===== config.mk =====
export PLATFORM = sky130hd
export DESIGN_NAME = g1_tx
export DESIGN_NICKNAME = d
export VERILOG_FILES = /design/src/rtl/g1_tx.sv
export SDC_FILE = /design/constraint.sdc
export NUM_CORES = 1
export LEC_CHECK = 0
export ABC_AREA = 1
export CAP_MARGIN = 40
export CELL_PAD_IN_SITES_DETAIL_PLACEMENT = 2
export CELL_PAD_IN_SITES_GLOBAL_PLACEMENT = 2
export CORE_UTILIZATION = 29
export CTS_CLUSTER_SIZE = 40
export DETAILED_ROUTE_END_ITERATION = 12
export PLACE_DENSITY_LB_ADDON = 0.1
export SLEW_MARGIN = 40
export SYNTH_ARGS = -nofsm -noshare
export SYNTH_HDL_FRONTEND = slang
export SYNTH_SLANG_ARGS = --single-unit

===== constraint.sdc =====
create_clock -name clk -period 1.75 [get_ports clk]
set_clock_uncertainty 0.1 [all_clocks]
set_input_delay 0.2625 -clock clk [delete_from_list [all_inputs] [get_ports clk]]
set_output_delay 0.2625 -clock clk [all_outputs]
set_load 0.01 [all_outputs]

===== src/rtl/g1_tx.sv =====
// g1_tx: serial frame transmitter for the g1 pattern receiver.
// Frame = PRE_LEN ones, one zero, DATA_W data bits MSB first, even parity; line low between frames.
module g1_tx #(
   parameter int PRE_LEN = 5,
   parameter int DATA_W  = 8
) (
   input  logic              clk,
   input  logic              rst,
   input  logic              start,
   input  logic [DATA_W-1:0] din,
   output logic              a,
   output logic              busy,
   output logic              done
);

   localparam int CW_PRE = $clog2(PRE_LEN + 1);
   localparam int CW_DAT = $clog2(DATA_W + 1);
   localparam int CW     = (CW_PRE > CW_DAT) ? CW_PRE : CW_DAT;

   typedef enum logic [2:0] {IDLE, PRE, SEP, DATA, PAR, DONE} state_t;

   state_t            state, state_nx;
   logic [CW-1:0]     cnt, cnt_nx;
   logic [DATA_W-1:0] shreg, shreg_nx;
   logic              par, par_nx;
   logic              a_nx, busy_nx, done_nx;

   // NOTE: sequential state uses non-blocking assignments so every register
   // samples the pre-edge values of the others, independent of statement order.
   always_ff @(posedge clk) begin
      if (rst) begin
         state <= IDLE;
         cnt   <= '0;
         shreg <= '0;
         par   <= 1'b0;
         a     <= 1'b0;
         busy  <= 1'b0;
         done  <= 1'b0;
      end else begin
         state <= state_nx;
         cnt   <= cnt_nx;
         shreg <= shreg_nx;
         par   <= par_nx;
         a     <= a_nx;
         busy  <= busy_nx;
         done  <= done_nx;
      end
   end

   // Outputs are registered, so each branch computes the line value for the
   // state being entered; the shift happens on the edge that presents its MSB.
   always_comb begin
      // NOTE: every variable gets a default first so no path through the
      // case statement can leave one unassigned and infer a latch.
      state_nx = state;
      cnt_nx   = cnt;
      shreg_nx = shreg;
      par_nx   = par;
      a_nx     = 1'b0;
      busy_nx  = busy;
      done_nx  = 1'b0;

      unique case (state)
         IDLE, DONE: begin
            busy_nx  = 1'b0;
            state_nx = IDLE;
            if (start) begin
               state_nx = PRE;
               shreg_nx = din;
               par_nx   = 1'b0;
               cnt_nx   = CW'(PRE_LEN);
               a_nx     = 1'b1;
               busy_nx  = 1'b1;
            end
         end

         PRE: begin
            cnt_nx = cnt - CW'(1);
            if (cnt == CW'(1)) begin
               state_nx = SEP;
               a_nx     = 1'b0;
            end else begin
               a_nx = 1'b1;
            end
         end

         SEP: begin
            state_nx = DATA;
            cnt_nx   = CW'(DATA_W);
            a_nx     = shreg[DATA_W-1];
            shreg_nx = shreg << 1;
            par_nx   = par ^ shreg[DATA_W-1];
         end

         DATA: begin
            cnt_nx = cnt - CW'(1);
            if (cnt == CW'(1)) begin
               state_nx = PAR;
               a_nx     = par;
            end else begin
               a_nx     = shreg[DATA_W-1];
               shreg_nx = shreg << 1;
               par_nx   = par ^ shreg[DATA_W-1];
            end
         end

         PAR: begin
            state_nx = DONE;
            busy_nx  = 1'b0;
            done_nx  = 1'b1;
         end

         default: begin
            state_nx = IDLE;
            busy_nx  = 1'b0;
         end
      endcase
   end

endmodule

# Yosys cells after proc, flatten, opt, wreduce, memory -nomap -nowiden
# Cells that the tools add are included.
[word_totals]
regBits = 19
latchBits = 0
ram_bits = 0
mem_bits_ro = 0
input_bits = 11
output_inout_bits = 3
elab_cells = 46
mem_count = 0
[op_classes]
add_sub_neg = 1
multipliers = 0
div = 0
magnitude_cmp = 0
eq_ne = 10
n_shift = 0
muxes = 18
bitwise_logic = 1
reduce_logical = 9
[ops]
columns = ["cell", "count"]
rows = [
  ["$pmux W8 S3", 1],
  ["$mux W8", 2],
  ["$pmux W3 S5", 1],
  ["$pmux W4 S3", 1],
  ["$ne A2 B2 Y1 const B", 4],
  ["$mux W1", 7],
  ["$eq A3 B2 Y1 const B", 2],
  ["$eq A3 B3 Y1 const B", 2],
  ["$mux W3", 2],
  ["$reduce_bool A3 Y1", 2],
  ["$eq A4 B1 Y1 const B", 1],
  ["$mux W4", 1],
  ["$pmux W1 S4", 1],
  ["$reduce_and A2 Y1", 2],
  ["$reduce_or A2 Y1", 2],
  ["$sub A4 B1 Y4 const B", 1],
  ["$eq A3 B1 Y1 const B", 1],
  ["$logic_not A3 Y1", 1],
  ["$pmux W1 S3", 1],
  ["$reduce_and A3 Y1", 1],
  ["$reduce_or A3 Y1", 1],
  ["$pmux W1 S2", 1],
  ["$xor A1 B1 Y1", 1],
]

# Longest topological paths before layout
[depth]
word_depth = 4
ltp_mapped = 10
ltp_nobuf = 9

# Least setup slack after synthesis
# OpenSTA, ideal clock, no wires.
[synth_path]
kind = "reg-to-reg"
start = "reg cnt[1]"
end = "reg a"
setup_time_ns = 0.126
arrival_time_ns = 1.060
required_time_ns = 1.524
path_slack_ns = 0.464
stages_incl_launch_ff = 10
path_buffers = 1
synth_period_minus_slack_ns = 1.286
path_cell_list = "dfxtp_1 inv_1 ha_1 nand3_1 inv_1 nand2_2 buf_6 nor2_1 nor2_1 nor2_1"
[synth_between]
elab_chain_len = 3
word_cells_on_any_way = 4
classes_between = "1 x eq/ne; 3 x mux"
[synth_rtl]
columns = ["element", "line_no", "source"]
rows = [
  ["start, declared", "23", "logic [CW-1:0] cnt, cnt_nx;"],
  ["start signal, assigned", "41", "cnt <= cnt_nx;"],
  ["$eq A4 B1 Y1 *", "79, 97", ""],
  ["$mux W1, on equally long branches", "97, 79", ""],
  ["$pmux W1 S4 *", "63", "unique case (state)"],
  ["end signal, assigned", "44", "a <= a_nx;"],
  ["end, declared", "11", "output logic a,"],
]
# Mark *: on every way between the ends. The rest lies on a longest branch, timed or not.
# A chain may end at the register's enable or synchronous reset.

# Final worst setup path
[layout_path]
start = "reg cnt[1]"
end = "reg shreg[2]"
[layout_between]
elab_chain_len = 3
[layout_rtl]
columns = ["element", "line_no", "source"]
rows = [
  ["$eq A4 B1 Y1", "97", "if (cnt == CW'(1)) begin"],
  ["$ne A2 B2 Y1 (no source line)", "--", ""],
  ["$reduce_and A3 Y1 (no source line)", "--", ""],
  ["end signal, assigned", "42", "shreg <= shreg_nx;"],
  ["end, declared", "24", "logic [DATA_W-1:0] shreg, shreg_nx;"],
]
# No other way between the ends.

==> qor.log <==
INFO  clocking       clkSlewWorstSetupHoldPaths=0.07ns
INFO  floorplanning  floorplan.core_area=0.00347mm^2
INFO  power_and_ir_drop total_leakage_power=0.640nW
INFO  clocking       numClockSinks=19
INFO  finish         layout-drive-gt1-share=13.0%
INFO  finish         layout_common_cells=37 x sky130_fd_sc_hd__nand2_1, 23 x sky130_fd_sc_hd__nand3_1, 22 x sky130_fd_sc_hd__inv_1
INFO  finish         area_growth=21.7%
INFO  synthesis      netlist_top_cells_area=sky130_fd_sc_hd__dfxtp_1 35%, sky130_fd_sc_hd__nand2_1 13%, sky130_fd_sc_hd__nand3_1 11%
INFO  place          place_hpwl=2460um
INFO  synthesis      synth_nets=174
INFO  critical_path  cell_by_cell_trace_of_the_critical_path=inv_1 -> ha_1 -> nand3_1 -> inv_1 -> nand2_4 -> nand3_2 -> inv_2 -> nor2_1 -> nor2_1
INFO  worst_hold_path worst_hold_path.num_cells=2
INFO  synthesis      synthesis.area_per_instance=6.74um^2
INFO  place          pre_cts_slack=0.133ns
INFO  sta            finalSetupViolCount=0
INFO  synthesis      synth.ff_latch_count=19
INFO  synthesis      synthDistinctLibCells=23
INFO  place          place_congestion=0.817
INFO  grt            globalRouteOverflowTotal=0
INFO  synthesis      syn_area=0.00108mm^2
INFO  finish         final-instance-count-excl-fill=223
INFO  worst_hold_path worst_hold_path_type=register to register
INFO  finish         layout.filler_cells=432
INFO  floorplanning  initial_utilization=31.3%
INFO  clocking       tritoncts=built
INFO  grt            global_route.usage.total=17.3%
INFO  floorplanning  num_rows=21
INFO  sta            finalWorstSetupSlack=0.221ns
INFO  drt            drt_iter0_drc=20
INFO  floorplanning  top_level_ports=14
INFO  critical_path  critical-path-max-stage-delay=0.33ns
INFO  critical_path  cpMaxStageDelayCell=sky130_fd_sc_hd__dfxtp_1
INFO  synthesis      ys_seq_area_share=35.1%
INFO  place          placed_cells=219
INFO  synthesis      synthDominantCellAreaShare=35.1%
INFO  critical_path  r2r_slack=0.22ns
INFO  floorplanning  die_height=63.2um
INFO  sta            final-max-slew-violation-count=0
INFO  grt            number_of_antenna_violations_at_the_first_check_in_global_routing=0
INFO  critical_path  r2r_cell_count=9
INFO  finish         num-nets-final=191
INFO  clocking       ctsLongestPathBuffers=2
INFO  synthesis      synth.yosys.warnings=0
INFO  sta            layout_worst_path_cycle_share=87.4%
INFO  clocking       numCtsBuffers=3
INFO  grt            grt_pass1_wl=5330um
INFO  drt            vias=1066
INFO  critical_path  cp.arrival=1.63ns
INFO  flow_run       cap_viol_max_count=0
INFO  finish         layout.cells.most_common=sky130_fd_sc_hd__nand2_1
INFO  finish         antennaDiodeCount=0
INFO  status         status=completed
INFO  clocking       number_of_buffers_inserted_to_repair_setup_after_cts=0
INFO  clocking       cts_htree_levels=1
INFO  critical_path  worst_setup_path_start_kind=register
INFO  floorplanning  die-width=63.2um
INFO  critical_path  timing.critical_path.fanout_max=11
INFO  drt            detail_route.wl_per_cell=13.8um
INFO  power_and_ir_drop power_density_over_the_cells=1670mW/mm^2
INFO  clocking       root_buffer=sky130_fd_sc_hd__clkbuf_8
INFO  drt            vias_per_cell=4.78
INFO  grt            grt_pass1_vias=1106
INFO  sta            hold_slack=0.376ns
INFO  sta            worst_slew_margin_rel=76.4%
INFO  clocking       clock_insertion_delay_worst_skew=0.26ns
INFO  sta            worst_pin_slew=0.353ns
INFO  critical_path  critPathRequiredTime=1.85ns
INFO  place          buffer_ports.inserted=13
INFO  sta            maxClockFrequency=654MHz
INFO  synthesis      synth_cells=161
INFO  critical_path  endpoint_kind=register
INFO  drt            detail-route-antenna-nets=0
INFO  grt            grt_start_max_net_pins=12
INFO  drt            drc_violations_left=0
INFO  synthesis      cell_accounting_for_the_most_synthesized_area=sky130_fd_sc_hd__dfxtp_1
INFO  sta            final_hold_viols=0
INFO  power_and_ir_drop max_vdd_drop=0.572mV
INFO  drt            postRouteWirelength=3080um
INFO  sta            finalSetupTns=0ns
INFO  sta            grt_setup_unrepaired=no
INFO  floorplanning  die_area=0.00399mm^2
INFO  sta            layout_min_cycle_time=1.53ns
INFO  critical_path  critPathKind=register to register
INFO  drt            drt_pass1_iterations=3
## registers in the layout, summed over array words and instances, names as in the netlist
| signal | flops |
|---|---|
| a | 1 |
| shreg | 8 |
| state | 3 |
| done | 1 |
| cnt | 4 |
| par | 1 |
| busy | 1 |
## through the flow
step / total power [mW] / utilization, % / cell area [um^2]
6_report: 2.20 / 38.1 / 1320
5_1_grt: 2.42 / 38.1 / 1320
4_1_cts: 2.23 / 37.9 / 1320
3_5_place_dp: 1.90 / 36.6 / 1270
3_3_place_gp: 1.84 / 36.6 / 1270
2_1_floorplan: 1.58 / - / 1080
## final timing paths
check | from | to
worst min-delay path | shreg[3] | shreg[3]
worst max register to register | cnt[1] | shreg[2]
worst min register to register | shreg[3] | shreg[3]
worst max-delay path | cnt[1] | shreg[2]
## area by class of cell
| type | count | area (um^2) | area share, % |
|---|---|---|---|
| clock buffer | 4 | 45.0 | 3.41 |
| inverter | 26 | 100 | 7.58 |
| multi-input combinational | 111 | 564 | 42.7 |
| sequential | 19 | 380 | 28.8 |
| tap | 46 | 57.6 | 4.36 |
| timing repair buffer | 17 | 173 | 13.1 |
## layer usage
layer  share of wire [%]  track usage [%]
met4                0.55             1.74
met5                   0                0
met1                  49             22.9
met2                  48             28.8
met3                 2.4             4.53
## cells in the mapped netlist, drive strengths merged
cell	instances
a21oi	8
a31oi	1
buf	3
clkbuf	2
dfxtp	19
ha	2
inv	26
nand2	43
nand3	26
nand4	3
nor2	22
o21ai	6
## where the power goes
part | internal (mW) | switching (mW)
clock network | 0.162 | 0.157
registers | 0.595 | 0.122
logic | 0.419 | 0.745
total | 1.18 | 1.02
## timing repair
action,4_1_cts,5_1_grt
gates resized for setup,0,1
endpoints found under the setup margin,0,3
hold buffers,0,0
## kinds of logic after synthesis
kind of cell,share of synthesized area [%]
DFF,35.1
AOI/OAI and AO/OA,8.42
and+or+nand+nor,40.8
adders and majority gates,2.31
buffers and inverters,13.4
## worst max-delay path, delay by kind of cell, from the launching register on
family        cells  cell delay, ns
fa+ha+maj         1            0.19
flops             1            0.33
simple gates      5            0.54
buf+inv           3            0.31
Note: power is estimated with default switching activity, not from simulation.
